### src/rtl/bfloat16_mac2.sv
`default_nettype none
// ============================================================================
//  Module      : bfloat16_mac2
//  Description : Single-cycle fused bfloat16 multiply-accumulate (acc +/- a*b).
//                Define BF16_MAC_RNE_EN for round-to-nearest-even, else truncate.
//  Revision    : 1.0  initial release
// ============================================================================
module bfloat16_mac2 (
    input  logic        clk,
    input  logic        rst_n,
    input  logic [15:0] a,
    input  logic [15:0] b,
    input  logic        cntl,
    output logic [15:0] out
);
`ifdef BF16_MAC_RNE_EN
    localparam logic C_RNE = 1'b1;
`else
    localparam logic C_RNE = 1'b0;
`endif
    localparam logic [15:0] C_QNAN = 16'h7FC0;

    logic [15:0]        r_acc;
    logic               w_a_zero, w_a_inf, w_a_nan, w_b_zero, w_b_inf, w_b_nan;
    logic               w_c_zero, w_c_inf, w_c_nan;
    logic               w_p_zero, w_p_inf, w_p_nan, w_p_sign;
    logic [15:0]        w_pm;
    logic signed [11:0] w_pe, w_ec, w_ep_eff, w_ec_eff, w_e_big, w_re, w_re_f;
    logic [31:0]        w_mp, w_mc, w_m_big, w_sml_raw, w_m_sml, w_mask;
    logic               w_p_big, w_s_big, w_s_sml, w_lost, w_sign;
    logic [11:0]        w_d;
    logic [32:0]        w_sum, w_norm;
    logic [5:0]         w_lead;
    logic               w_guard, w_sticky, w_inc;
    logic [8:0]         w_rnd;
    logic [6:0]         w_frac;
    logic [15:0]        w_finite, w_next;

    assign w_a_zero = (a[14:7] == 8'h00);
    assign w_a_inf  = (a[14:7] == 8'hFF) && (a[6:0] == 7'h00);
    assign w_a_nan  = (a[14:7] == 8'hFF) && (a[6:0] != 7'h00);
    assign w_b_zero = (b[14:7] == 8'h00);
    assign w_b_inf  = (b[14:7] == 8'hFF) && (b[6:0] == 7'h00);
    assign w_b_nan  = (b[14:7] == 8'hFF) && (b[6:0] != 7'h00);
    assign w_c_zero = (r_acc[14:7] == 8'h00);
    assign w_c_inf  = (r_acc[14:7] == 8'hFF) && (r_acc[6:0] == 7'h00);
    assign w_c_nan  = (r_acc[14:7] == 8'hFF) && (r_acc[6:0] != 7'h00);

    assign w_p_zero = w_a_zero | w_b_zero;
    assign w_p_inf  = w_a_inf | w_b_inf;
    assign w_p_nan  = w_a_nan | w_b_nan | (w_a_inf & w_b_zero) | (w_b_inf & w_a_zero);
    assign w_p_sign = a[15] ^ b[15] ^ cntl;

    // Exact product; hidden-one weight sits at bit 14, carry into bit 15.
    assign w_pm = {8'h00, 1'b1, a[6:0]} * {8'h00, 1'b1, b[6:0]};
    assign w_pe = $signed({4'h0, a[14:7]}) + $signed({4'h0, b[14:7]}) - 12'sd127;
    assign w_ec = $signed({4'h0, r_acc[14:7]});

    // A zero operand borrows the other exponent so it never forces a shift.
    assign w_ep_eff = w_p_zero ? w_ec : w_pe;
    assign w_ec_eff = w_c_zero ? w_ep_eff : w_ec;
    assign w_mp     = w_p_zero ? 32'h0 : {w_pm, 16'h0000};
    assign w_mc     = w_c_zero ? 32'h0 : {2'b01, r_acc[6:0], 7'h00, 16'h0000};

    assign w_p_big   = (w_ep_eff >= w_ec_eff);
    assign w_e_big   = w_p_big ? w_ep_eff : w_ec_eff;
    assign w_d       = w_p_big ? w_ep_eff - w_ec_eff : w_ec_eff - w_ep_eff;
    assign w_m_big   = w_p_big ? w_mp : w_mc;
    assign w_sml_raw = w_p_big ? w_mc : w_mp;
    assign w_s_big   = w_p_big ? w_p_sign : r_acc[15];
    assign w_s_sml   = w_p_big ? r_acc[15] : w_p_sign;

    // Bits shifted past the 32-bit window collapse into a sticky LSB.
    assign w_mask  = 32'hFFFF_FFFF << w_d[4:0];
    assign w_lost  = (w_d > 12'd31) ? (|w_sml_raw) : (|(w_sml_raw & ~w_mask));
    assign w_m_sml = ((w_d > 12'd31) ? 32'h0 : (w_sml_raw >> w_d[4:0])) | {31'h0, w_lost};

    always_comb begin
        w_sum  = {1'b0, w_m_big} + {1'b0, w_m_sml};
        w_sign = w_s_big;
        if (w_s_big != w_s_sml) begin
            if (w_m_big >= w_m_sml) begin
                w_sum = {1'b0, w_m_big - w_m_sml};
            end else begin
                w_sum  = {1'b0, w_m_sml - w_m_big};
                w_sign = w_s_sml;
            end
        end
    end

    always_comb begin
        w_lead = 6'd0;
        for (int i = 0; i < 33; i++) begin
            if (w_sum[i]) w_lead = 6'(i);
        end
    end

    assign w_norm   = w_sum << (6'd32 - w_lead);
    assign w_re     = w_e_big + $signed({6'h00, w_lead}) - 12'sd30;
    assign w_guard  = w_norm[24];
    assign w_sticky = |w_norm[23:0];
    assign w_inc    = C_RNE & w_guard & (w_sticky | w_norm[25]);
    assign w_rnd    = {2'b01, w_norm[31:25]} + {8'h00, w_inc};
    assign w_frac   = w_rnd[8] ? 7'h00 : w_rnd[6:0];
    assign w_re_f   = w_re + $signed({11'h000, w_rnd[8]});

    // w_norm[32] is the normalised hidden one; it is clear only for a zero sum.
    always_comb begin
        if (!w_norm[32] || (w_re_f <= 12'sd0)) begin
            w_finite = 16'h0000;
        end else if (w_re_f >= 12'sd255) begin
            w_finite = {w_sign, 8'hFF, 7'h00};
        end else begin
            w_finite = {w_sign, w_re_f[7:0], w_frac};
        end
    end

    always_comb begin
        w_next = w_finite;
        if (w_c_nan || w_p_nan) begin
            w_next = C_QNAN;
        end else if (w_p_inf && w_c_inf && (w_p_sign != r_acc[15])) begin
            w_next = C_QNAN;
        end else if (w_p_inf) begin
            w_next = {w_p_sign, 8'hFF, 7'h00};
        end else if (w_c_inf) begin
            w_next = r_acc;
        end
    end

    always_ff @(posedge clk or negedge rst_n) begin
        if (!rst_n) begin
            r_acc <= 16'h0000;
        end else begin
            r_acc <= w_next;
        end
    end

    assign out = r_acc;
endmodule
`default_nettype wire

### config.mk
export PLATFORM = sky130hd
export DESIGN_NAME = bfloat16_mac2
export DESIGN_NICKNAME = d
export VERILOG_FILES = /design/src/rtl/bfloat16_mac2.sv
export SDC_FILE = /design/constraint.sdc
export NUM_CORES = 1
export LEC_CHECK = 0
export CAP_MARGIN = 20
export CORE_MARGIN = 5
export CORE_UTILIZATION = 25
export CTS_CLUSTER_DIAMETER = 60
export DETAILED_ROUTE_END_ITERATION = 6
export PLACE_DENSITY_LB_ADDON = 0.12
export RECOVER_POWER = 50
export SETUP_SLACK_MARGIN = 0.05
export SLEW_MARGIN = 25
export SYNTH_ARGS = -nofsm -noshare
export SYNTH_HDL_FRONTEND = slang
export SYNTH_SLANG_ARGS = --single-unit
### constraint.sdc
create_clock -name clk -period 15.6 [get_ports clk]
set_clock_uncertainty 0.15 [all_clocks]
set_input_delay 1.56 -clock clk [delete_from_list [all_inputs] [get_ports clk]]
set_output_delay 1.56 -clock clk [all_outputs]
set_load 0.02 [all_outputs]
# ---- Word level (Yosys, flattened, before mapping)
# Cells that the tools add are included.
dict set report classes {
  order_cmp 5
  muxes 54
  multipliers 1
  bitwise 12
  add_sub_neg 10
  n_shift 3
  n_eq_ne 6
  n_reduce_logical 22
}
# cell count
set op_table {}
lappend op_table {{$mux 6} 31}
lappend op_table {{$mux 32} 5}
lappend op_table {{$mux 16} 5}
lappend op_table {{$reduce_or 32->1} 2}
lappend op_table {{$sub 32x32->32} 2}
lappend op_table {{$mux 12} 4}
lappend op_table {{$add 32x32->33} 1}
lappend op_table {{$mux 33} 1}
lappend op_table {{$shl 33x6->33} 1}
lappend op_table {{$and 32x32->32} 1}
lappend op_table {{$ge 32x32->1} 1}
lappend op_table {{$not 32->32} 1}
lappend op_table {{$or 32x1->32} 1}
lappend op_table {{$shl 32x5->32 const A} 1}
lappend op_table {{$shr 32x5->32} 1}
lappend op_table {{$mux 31} 1}
lappend op_table {{$eq 8x8->1 const B} 3}
lappend op_table {{$logic_not 8->1} 3}
lappend op_table {{$sub 12x12->12} 2}
lappend op_table {{$logic_not 7->1} 3}
lappend op_table {{$reduce_bool 7->1} 3}
lappend op_table {{$mul 8x8->16} 1}
lappend op_table {{$mux 15} 1}
lappend op_table {{$add 12x7->12} 1}
lappend op_table {{17 further kinds} 37}
dict set report word_totals {
  out_inout_bits 16
  inputBits 35
  ff_bits 16
  word_cells 114
}

# ---- Logic depth before layout (Yosys ltp)
# Gate-level depths: netlist (run 1).
dict set report depth {
  depth_word 56
  mapped_depth 72
  mapped_depth_nobuf 64
}

# ---- Worst setup path before layout (run 1)
# OpenSTA, ideal clock, no wires.
dict set report synth_timing {
  kind {in2reg}
  start {input a[1]}
  end {register r_acc[0], in the netlist out[0]}
  t_required_ns 15.382
  path_buffers 1
  cell_stages 61
  setup_ns 0.068
  slack_ns 1.859
  arrival_time_ns 13.523
  path_cell_list {and2_1 -> fa_1 -> inv_1 -> fa_1 -> inv_1 -> fa_1 -> inv_1 -> fa_1 -> inv_1 -> ha_1 -> and3_1 -> a221oi_1 -> o21bai_1 -> a211oi_1 -> mux2i_1 -> and2_1 -> a221oi_1 -> nor2_1 -> [... 25 more ...] -> fa_1 -> a21oi_1 -> nor2_1 -> nor2_1 -> o21bai_1 -> a21oi_1 -> nor2b_1 -> o21ai_0 -> nand2b_1 -> nor3b_1 -> a21oi_1 -> o32a_1 -> mux2i_1 -> nand2b_1 -> a211oi_2 -> and3_1 -> buf_4 -> o221a_1}
}
dict set report synth_between {
  elab_chain_cells 51
}
# element line
set synth_rtl {}
lappend synth_rtl {{from (decl)} 11} ;# input logic [15:0] a,
lappend synth_rtl {{branches (longest 51 deep; another with $sub 32x32->32)} --}
lappend synth_rtl {{to (signal assigned)} 135} ;# r_acc <= w_next;
lappend synth_rtl {{to (decl)} 23} ;# logic [15:0] r_acc;
# Several ways; the timed one is not identified. The select of a mux whose other input is x is not followed.
# A chain may end at the register's enable or synchronous reset.

# ---- Final worst setup path (run 1)
dict set report layout_timing {
  start {input a[8]}
  end {register r_acc[0], in the netlist out[0]}
}
dict set report layout_between {
  elab_chain_cells 56
}
# element line
set layout_rtl {}
lappend layout_rtl {{$add 8x8->9 or $logic_not 8->1 (tied branches)} {56, 39}}
lappend layout_rtl {{$sub 9x7->10 or $or 1x1->1 (tied branches)} {56, 49}}
lappend layout_rtl {{$mux 12} 60} ;# assign w_ep_eff = w_p_zero ? w_ec : w_pe;
lappend layout_rtl {{$mux 12} 61} ;# assign w_ec_eff = w_c_zero ? w_ep_eff : w_ec;
lappend layout_rtl {{$sub 12x12->12 or $ge 12x12->1 (tied branches)} {67, 65}}
lappend layout_rtl {{$mux 12} 67} ;# assign w_d = w_p_big ? w_ep_eff - w_ec_eff : w_ec_eff - w_ep_eff;
lappend layout_rtl {{$shl 32x5->32} 74} ;# assign w_mask = 32'hFFFF_FFFF << w_d[4:0];
lappend layout_rtl {{$not 32->32} 75} ;# assign w_lost = (w_d > 12'd31) ? (|w_sml_raw) : (|(w_sml_raw & ~w_mask));
lappend layout_rtl {{[... 40 more ...]} --}
lappend layout_rtl {{$sub 12x6->12 or $shl 33x6->33 (tied branches)} {99, 98}}
lappend layout_rtl {{$ge 12x9->1 (tied with other cells)} 111} ;# end else if (w_re_f >= 12'sd255) begin
lappend layout_rtl {{$mux 15 or $logic_or 1x1->1 (tied branches)} {111, 109}}
lappend layout_rtl {{$mux 16} 109} ;# if (!w_norm[32] || (w_re_f <= 12'sd0)) begin
lappend layout_rtl {{$mux 16} 126} ;# end else if (w_c_inf) begin
lappend layout_rtl {{$mux 16} 124} ;# end else if (w_p_inf) begin
lappend layout_rtl {{$mux 16} 122} ;# end else if (w_p_inf && w_c_inf && (w_p_sign != r_acc[15])) begin
lappend layout_rtl {{$mux 16} 120} ;# if (w_c_nan || w_p_nan) begin
# Several ways; a longest one is shown, not always the timed one. The select of a mux whose other input is x is not followed.

==> results of run 1 <==
-- kinds of logic (layout without fill, tap and decap cells) --
logic type	Yosys count	after routing	share of synthesized area
buffers and inverters	259	321	0.0789
and+or+nand+nor	696	696	0.269
muxes	82	82	0.0751
adders and majority gates	171	171	0.186
DFF	16	16	0.0303
AOI/OAI and AO/OA	597	597	0.326
xor gates and xnor gates	50	50	0.0351
-- critical path, delay by kind of cell --
| family | cells | cell delay [ps] |
|---|---|---|
| AOI/OAI and AO/OA | 21 | 4720 |
| adders and majority gates | 8 | 2860 |
| buffers and inverters | 6 | 1220 |
| muxes | 1 | 150 |
| and+or+nand+nor | 20 | 4200 |
-- per-layer routing --
layer / up-vias / GRT usage / routed length, um
met5: - / 0 / 0
met4: 0 / 0.0414 / 1300
met3: 43 / 0.0102 / 2340
met2: 414 / 0.317 / 26600
met1: 7230 / 0.287 / 28200
li1: 7040 / - / -
-- placed cells by master (no fill, tap or decap), types with 19 or more instances in the layout --
master | synthesis | layout
nand2_1 | 173 | 173
inv_1 | 166 | 166
nor2_1 | 146 | 145
a21oi_1 | 140 | 134
ha_1 | 129 | 127
buf_4 | 3 | 98
o21ai_0 | 88 | 80
nor3_1 | 67 | 65
nand3_1 | 64 | 64
and2_1 | 62 | 60
mux2i_1 | 52 | 50
fa_1 | 42 | 42
clkdlybuf4s50_1 | 0 | 38
a211oi_1 | 39 | 36
a21o_1 | 32 | 32
o211ai_1 | 31 | 31
xnor2_1 | 30 | 27
nand4_1 | 24 | 24
nand2b_1 | 22 | 22
o21bai_1 | 23 | 22
o21ai_1 | 14 | 21
and3_1 | 22 | 21
nor4_1 | 21 | 20
a211o_1 | 19 | 19
or3_1 | 20 | 19
-- synthesized netlist by cell type, drive strengths merged (11+ instances only) --
library cell / instances / area, um^2
nor4: 24 / 178
clkbuf: 58 / 218
dfrtp: 16 / 400
inv: 169 / 634
o21ai: 105 / 544
o22ai: 11 / 75.1
nor3: 70 / 372
and2: 64 / 400
o21bai: 23 / 173
or2: 13 / 81.3
mux2i: 53 / 543
mux4: 11 / 248
o211ai: 34 / 288
ha: 129 / 1610
a21o: 32 / 240
mux2: 18 / 203
xor2: 19 / 174
o31ai: 16 / 153
a31oi: 20 / 146
o311ai: 11 / 96.3
nand2: 174 / 656
or4: 14 / 116
a22oi: 11 / 106
nor2: 148 / 566
nand4: 25 / 171
and3: 23 / 149
a211oi: 45 / 375
fa: 42 / 841
o2111ai: 13 / 120
or3: 21 / 136
xnor2: 31 / 290
o211a: 12 / 120
a211o: 19 / 166
nand3: 65 / 330
buf: 32 / 191
o21a: 11 / 82.6
a21oi: 143 / 727
nand2b: 22 / 138
-- worst max path at each step --
| stage | to | slack [ps] | start |
|---|---|---|---|
| after floorplan | out[0] | 1860 | a[1] |
| after global placement | out[4] | 80 | b[3] |
| after detailed placement | out[0] | -100 | b[3] |
| after CTS | out[0] | 80 | b[3] |
| after global routing | out[0] | 100 | b[2] |
| final | out[0] | 860 | a[8] |
-- through the flow --
stage / hold slack [ps] / setup WS [ps] / setup TNS (ps)
global route: 634 / 104 / 0
floorplan: 533 / 1860 / 0
global placement: 577 / 78.7 / 0
CTS: 595 / 77.2 / 0
finish: 589 / 858 / 0
detailed placement: 583 / -105 / -454
-- cell type report --
cell class / count / area, um^2 / share of cell area
Timing Repair Buffer: 149 / 1260 / 0.0830
Sequential cell: 16 / 400 / 0.0263
Inverter: 169 / 634 / 0.0417
Tap cell: 688 / 861 / 0.0565
Clock buffer: 3 / 75.1 / 0.00493
Multi-Input combinational cell: 1596 / 12000 / 0.788
-- what timing repair did --
action / CTS / global route
resized for setup: 0 / 49
setup buffers: 0 / 11
endpoints found under the setup margin: 0 / 16
==> flow_metrics.env, run 1 <==
export IMPL_status="finished, final reports clean"
export IMPL_grt_max_degree=32
export IMPL_overflow=0
export IMPL_vias_per_cell=5.62
export IMPL_ys_seq_elements=16
export IMPL_fin_util=0.290
export IMPL_drive_gt1_frac=0.123
export IMPL_die_h_um=240
export IMPL_cts_root_buf="clkbuf_16"
export IMPL_hold_violations=0
export IMPL_critPathSlowestCell="ha_2"
export IMPL_design_die_area_um2=57600
export IMPL_grt_setup_unrepaired="false"
export IMPL_grt_antenna_before_repair=1
export IMPL_slew_headroom=0.257
export IMPL_timing_rr_end="out[0]"
export IMPL_clock_latency_ps=240
export IMPL_coreArea_um2=52400
export IMPL_fin_area_um2=15200
export IMPL_synthCells=1871
export IMPL_slowest_delay_ps=560
export IMPL_synth_cell_type_count=121
export IMPL_first_pass_iters=5
export IMPL_synth_async_reset_ratio=1.00
export IMPL_grt_pass1_vias=14300
export IMPL_worstHoldPathType="reg -> reg"
export IMPL_synthesis_nets=2077
export IMPL_end_kind="flop"
export IMPL_stdcell_count=2621
export IMPL_r2r_slack_ps=2780
export IMPL_hold_buffers=0
export IMPL_io_pins=51
export IMPL_yosysSeqAreaShare=0.0303
export IMPL_start_util=0.252
export IMPL_cts_path_max_buffers=2
export IMPL_h_tree_depth=1
export IMPL_drc_errors=0
export IMPL_dr_total_vias=14700
export IMPL_dpl_cell_area_um2=14900
export IMPL_drtAntennaViolNets=0
export IMPL_numClockSinks=16
export IMPL_place_inst=2607
export IMPL_drv_cap=0
export IMPL_die_w_um=240
export IMPL_holdPathStages=2
export IMPL_grt_use_total=0.195
export IMPL_grt_pass1_wl_mm=89.3
export IMPL_place_congestion=0.924
export IMPL_cts_tree="yes"
export IMPL_fin_nets=2141
export IMPL_critPathMaxFanout=11
export IMPL_fillers=5746
export IMPL_finalMaxSlewViolations=0
export IMPL_area_growth_pct=15.2
export IMPL_crit_arrival_ps=14770
export IMPL_largest_reg_flops=16
export IMPL_cp_required_ps=15630
export IMPL_ys_flop_type="dfrtp_1"
export IMPL_drtIter0Drc=1194
export IMPL_diodes=0
export IMPL_timing_rr_start="out[10]"
export IMPL_criticalPathCategory="in -> reg"
export IMPL_syn_cell_area_um2=13200
export IMPL_numCtsBuffers=3
export IMPL_hold_end="out[15]"
export IMPL_path_clk_slew_ps=50
export IMPL_reg2reg_depth=51
export IMPL_post_route_min_period_ps=14740
export IMPL_setup_viol=0
export IMPL_worstMarginPinSlew_ps=1090
export IMPL_drt_wirelength_per_cell_um=22.3
export IMPL_fin_crit_sh=0.945
export IMPL_std_cell_rows=84
export IMPL_hold_path_startpoint="out[15]"
export IMPL_avgSynthCellArea_um2=7.07
export IMPL_dpl_hpwl_mm=48.9
export IMPL_port_buffers=50
export IMPL_wl_mm=58.4
export IMPL_synth_edf_count=0
export IMPL_yosysWarningCount=0
export IMPL_cp_start_kind="primary input"
export IMPL_fmax_mhz=67.8
Power of run 1 is left out: the tool's default activity adds up to more than one toggle a clock period on the data nets, which glitch-free logic cannot reach.
==> run 2: changes to the inputs <==
--- a/config.mk
+++ b/config.mk
@@ -10,9 +10,11 @@
 export CORE_UTILIZATION = 25
 export CTS_CLUSTER_DIAMETER = 60
 export DETAILED_ROUTE_END_ITERATION = 6
+export MAX_ROUTING_LAYER = met4
 export PLACE_DENSITY_LB_ADDON = 0.12
 export RECOVER_POWER = 50
 export SETUP_SLACK_MARGIN = 0.05
+export SKIP_LAST_GASP = 1
 export SLEW_MARGIN = 25
 export SYNTH_ARGS = -nofsm -noshare
 export SYNTH_HDL_FRONTEND = slang
==> run 2 against run 1 <==
Count of clock-buffer cells in the layout unchanged. Critical path depth increased by 6. Worst setup slack improved by 120 ps. Cell count increased by 0.15%. Global-route usage increased by 0.82 points. Fmax increased by 0.79%. Die area unchanged. Wire length increased by 0.46%. Final area about the same. Largest cell class unchanged. Highest routed layer unchanged.
==> flow_metrics.env, run 2 (synthesized netlist as in run 1, its figures left out) <==
export IMPL_slowest_delay_ps=620
export IMPL_critPathMaxFanout=6
export IMPL_h_tree_depth=1
export IMPL_drt_wirelength_per_cell_um=22.4
export IMPL_seqCellArea_um2=400
export IMPL_setup_slack_ps=973
export IMPL_cts_tree="yes"
export IMPL_fillers=5758
export IMPL_place_inst=2603
export IMPL_cp_required_ps=15630
export IMPL_end_kind="flop"
export IMPL_drv_cap=0
export IMPL_r2r_slack_ps=3030
export IMPL_whs_ps=574
export IMPL_port_buffers=50
export IMPL_die_w_um=240
export IMPL_die_h_um=240
export IMPL_crit_arrival_ps=14650
export IMPL_path_clk_slew_ps=50
export IMPL_setup_viol=0
export IMPL_grt_antenna_before_repair=0
export IMPL_worstHoldPathType="reg -> reg"
export IMPL_fin_area_um2=15200
export IMPL_criticalPathCategory="in -> reg"
export IMPL_io_pins=51
export IMPL_fmax_mhz=68.4
export IMPL_drtIter0Drc=1194
export IMPL_cts_path_max_buffers=2
export IMPL_fin_nets=2145
export IMPL_grt_setup_unrepaired="false"
export IMPL_first_pass_iters=5
export IMPL_grt_use_total=0.203
export IMPL_fin_crit_sh=0.938
export IMPL_drc_errors=0
export IMPL_dr_total_vias=14800
export IMPL_multi_input_area_um2=12000
export IMPL_drive_gt1_frac=0.128
export IMPL_place_congestion=0.931
export IMPL_numCtsBuffers=3
export IMPL_overflow=0
export IMPL_grt_max_degree=32
export IMPL_crit_top_cell="inv_1"
export IMPL_grt_pass1_vias=14500
export IMPL_layout_common_cells="nand2_1 (172), inv_1 (166), nor2_1 (145)"
export IMPL_hold_violations=0
export IMPL_diodes=0
export IMPL_numClockSinks=16
export IMPL_dpl_cell_area_um2=14800
export IMPL_coreArea_um2=52400
export IMPL_area_growth_pct=15.3
export IMPL_post_route_min_period_ps=14630
export IMPL_grt_pass1_wl_mm=90.4
export IMPL_std_cell_rows=84
export IMPL_clock_latency_ps=240
export IMPL_stdcell_count=2625
export IMPL_hold_buffers=0
export IMPL_wl_mm=58.7
export IMPL_dp_slack_ps=-18.0
export IMPL_layout_commonest_cell="nand2_1"
export IMPL_status="finished, final reports clean"
export IMPL_worstMarginPinSlew_ps=1060
export IMPL_design_die_area_um2=57600
export IMPL_cts_root_buf="clkbuf_16"
export IMPL_start_util=0.252
export IMPL_drtAntennaViolNets=0
export IMPL_dpl_hpwl_mm=48.8
export IMPL_finalMaxSlewViolations=0
export IMPL_largest_reg_flops=16
export IMPL_vias_per_cell=5.64
export IMPL_critPathSlowestCell="or4_4"
export IMPL_cp_start_kind="primary input"
export IMPL_slew_headroom=0.285
## run 2: critical path, delay by kind of cell
kind                     cells  cell delay, ps
multiplexers                 2             660
AO/OA/AOI/OAI               23            4310
adder cells (fa/ha/maj)     10            3790
AND/OR/NAND/NOR             18            3230
buffers and inverters        8             850
XOR/XNOR                     1             270
## run 2: path summary, 6_finish.rpt
check,to,depth (start not counted),from
worst max-delay path,out[0],62,b[4]
worst min register to register,out[15],2,out[15]
max in group asynchronous,out[7],1,rst_n
min in group asynchronous,out[2],1,rst_n
worst max register to register,out[0],51,out[10]
worst min-delay path,out[15],2,out[15]
## run 2: routing by layer
layer / vias to the layer above / wire length, um / GRT usage
met5: - / 0 / -
met4: 0 / 1810 / 0.0552
met2: 484 / 26300 / 0.314
met3: 66 / 2950 / 0.0186
met1: 7190 / 27700 / 0.286
li1: 7056 / - / -
## run 2: repair_timing
action,4_1_cts,5_1_grt
gates resized for setup,0,52
setup endpoints to repair,0,16
buffers inserted,0,19
## run 2: cell type report
cell class              count  share of cell area
multi-input cells        1596               0.786
repair buffers            153              0.0842
well taps                 688              0.0565
inverters                 169              0.0416
flip-flops and latches     16              0.0263
clock buffers               3             0.00493
## run 2: metrics by stage
step,utilization,setup TNS [ps]
6_report,0.291,0
5_1_grt,0.291,0
4_1_cts,0.284,0
3_3_place_gp,0.283,0
2_1_floorplan,-,0
3_5_place_dp,0.283,-23.4
Power of run 2 is left out for the same reason.
==> run 3: changes to the inputs <==
--- a/config.mk
+++ b/config.mk
@@ -5,9 +5,11 @@
 export SDC_FILE = /design/constraint.sdc
 export NUM_CORES = 1
 export LEC_CHECK = 0
+export ABC_AREA = 1
 export CAP_MARGIN = 20
 export CORE_MARGIN = 5
 export CORE_UTILIZATION = 25
+export CTS_BUF_LIST = sky130_fd_sc_hd__clkbuf_4
 export CTS_CLUSTER_DIAMETER = 60
 export DETAILED_ROUTE_END_ITERATION = 6
 export MAX_ROUTING_LAYER = met4
==> run 3 against run 2 <==
Worst setup slack better by 460 ps. Cell count is 2.9% higher. Hold slack worse by 150 ps. Area after synthesis is 9.9% lower. Die area is 9.5% lower. Global-route usage is 3.3 points lower. Core utilization is 1.8 points lower. Via count is 11% lower. Final area is 15% lower. Sequential cell count stayed put. First-iteration DRC count is 20% lower. Count of clock-buffer cells in the layout stayed put.
==> flow_metrics.env, run 3 <==
export IMPL_timing_rr_end="out[6]"
export IMPL_synth_most_common_cell="nand2_1"
export IMPL_synth_async_reset_ratio=1.00
export IMPL_numCtsBuffers=3
export IMPL_overflow=0
export IMPL_slew_headroom=0.372
export IMPL_grt_use_total=0.171
export IMPL_area_growth_pct=8.37
export IMPL_criticalPathCategory="in -> reg"
export IMPL_cts_setup_buffers=0
export IMPL_crit_arrival_ps=14230
export IMPL_cp_top_family="simple AND/OR/NAND/NOR gates"
export IMPL_numClockSinks=16
export IMPL_path_clk_slew_ps=90
export IMPL_cp_required_ps=15670
export IMPL_drtAntennaViolNets=0
export IMPL_cts_path_max_buffers=2
export IMPL_finalSetupTns_ps=0
export IMPL_vias_per_cell=4.87
export IMPL_yosysWarningCount=0
export IMPL_finalMaxSlewViolations=0
export IMPL_dpl_hpwl_mm=38.2
export IMPL_crit_end="out[6]"
export IMPL_slowest_delay_ps=610
export IMPL_hold_buffers=0
export IMPL_std_cell_rows=80
export IMPL_worstHoldPathType="reg -> reg"
export IMPL_critPathMaxFanout=21
export IMPL_drc_errors=0
export IMPL_layout_common_cells="nand2_1 (551), inv_1 (325), nand3_1 (281)"
export IMPL_die_w_um=228
export IMPL_synthTopCellsByCount="nand2_1 (551), inv_1 (325), nand3_1 (281), nor2_1 (179), ha_1 (129)"
export IMPL_ys_flop_type="dfrtp_1"
export IMPL_wl_mm=44.8
export IMPL_dpl_cell_area_um2=12900
export IMPL_fin_crit_sh=0.908
export IMPL_layout_commonest_cell="nand2_1"
export IMPL_diodes=0
export IMPL_drtIter0Drc=958
export IMPL_synthesis_nets=2308
export IMPL_path_depth=90
export IMPL_avgSynthCellArea_um2=5.67
export IMPL_ys_seq_elements=16
export IMPL_hold_path_startpoint="out[15]"
export IMPL_start_util=0.251
export IMPL_worstSetupStartpoint="b[5]"
export IMPL_grt_pass1_wl_mm=71.6
export IMPL_first_pass_iters=5
export IMPL_die_h_um=228
export IMPL_design_die_area_um2=52100
export IMPL_coreArea_um2=47400
export IMPL_synth_top_area_cell="nand2_1"
export IMPL_drv_cap=0
export IMPL_critPathSlowestCell="clkdlybuf4s50_1"
export IMPL_syn_cell_area_um2=11900
export IMPL_grt_pass1_vias=12800
export IMPL_cts_tree="yes"
export IMPL_drive_gt1_frac=0.0632
export IMPL_worstMarginPinSlew_ps=936
export IMPL_status="finished, final reports clean"
export IMPL_holdPathStages=2
export IMPL_synth_edf_count=0
export IMPL_synthCells=2102
export IMPL_place_congestion=0.931
export IMPL_dr_total_vias=13200
export IMPL_drt_wirelength_per_cell_um=16.6
export IMPL_grt_max_degree=44
export IMPL_clock_latency_ps=280
export IMPL_io_pins=51
export IMPL_reg2reg_depth=92
export IMPL_netlist_area_leader_share=0.174
export IMPL_seqCellArea_um2=400
export IMPL_fin_nets=2295
export IMPL_synth_cell_type_count=68
export IMPL_cp_start_kind="primary input"
export IMPL_port_buffers=50
export IMPL_crit_buf_inv=13
export IMPL_r2r_slack_ps=3410
export IMPL_timing_rr_start="out[13]"
export IMPL_h_tree_depth=1
export IMPL_fmax_mhz=70.6
export IMPL_multi_input_area_um2=9760
export IMPL_synth_area_leaders="nand2_1 (17%), ha_1 (14%), nand3_1 (12%), inv_1 (10%), fa_1 (7.1%)"
export IMPL_fillers=5566
export IMPL_crit_top_cell="nand2_1"
export IMPL_cts_root_buf="clkbuf_4"
export IMPL_fin_area_um2=12900
export IMPL_yosysSeqAreaShare=0.0336
export IMPL_ctsResizeCount=0
export IMPL_fin_util=0.272
export IMPL_largest_reg_flops=16
export IMPL_grt_antenna_before_repair=0
export IMPL_hold_violations=0
export IMPL_grt_setup_unrepaired="false"
export IMPL_setup_viol=0
export IMPL_end_kind="flop"
export IMPL_post_route_min_period_ps=14170
==> run 3: cell types whose count changed in the layout (fill, tap and decap cells not counted), sizes merged, moves of 27 or more <==
cell | previous run | this run
and2 | 64 | 3
buf | 103 | 16
inv | 169 | 352
o211ai | 34 | 7
nor3 | 70 | 16
a21o | 32 | 3
a21oi | 143 | 102
a211oi | 45 | 5
nand2 | 174 | 579
mux2i | 53 | 0
nand3 | 65 | 293
nor2 | 148 | 193
==> run 3: cell type report <==
class                   instances  area share
clock buffers                   3     0.00174
well taps                     615      0.0596
repair buffers                 66      0.0486
multi-input cells            1648       0.756
flip-flops and latches         16      0.0310
inverters                     354       0.103
==> run 3: per-layer routing <==
| metal | routed length [um] | global-route usage | vias up |
|---|---|---|---|
| li1 | - | - | 6731 |
| met1 | 21700 | 0.234 | 6128 |
| met2 | 20700 | 0.285 | 266 |
| met3 | 1470 | 0.00907 | 38 |
| met4 | 890 | 0.0282 | 0 |
| met5 | 0 | - | - |
==> run 3: cells by family after synthesis <==
logic type	Yosys count	share of synthesized area
xor gates and xnor gates	47	0.0364
and+or+nand+nor	1136	0.430
DFF	16	0.0336
buffers and inverters	438	0.150
adders and majority gates	171	0.206
AOI/OAI and AO/OA	294	0.144
==> run 3: tightest hold or removal path: stages (launching register included) <==
cell and delay (ps):
dfrtp_1 420, nand2_1 70, nand2_1 60
==> run 3: how the worst min path moves through the flow <==
stage / to / slack, ps
2_1_floorplan: out[15] / 480
3_5_place_dp: out[15] / 410
5_1_grt: out[15] / 470
6_report: out[15] / 420
3_3_place_gp: out[15] / 410
4_1_cts: out[15] / 440
==> run 3: per-stage QoR <==
stage,std cells,setup slack (ps),hold slack [ps]
finish,2702,1430,422
global route,2702,51.5,468
CTS,2702,1100,437
detailed placement,2699,883,410
global placement,2699,797,414
floorplan,2102,3260,482
Power of run 3 is left out for the same reason.
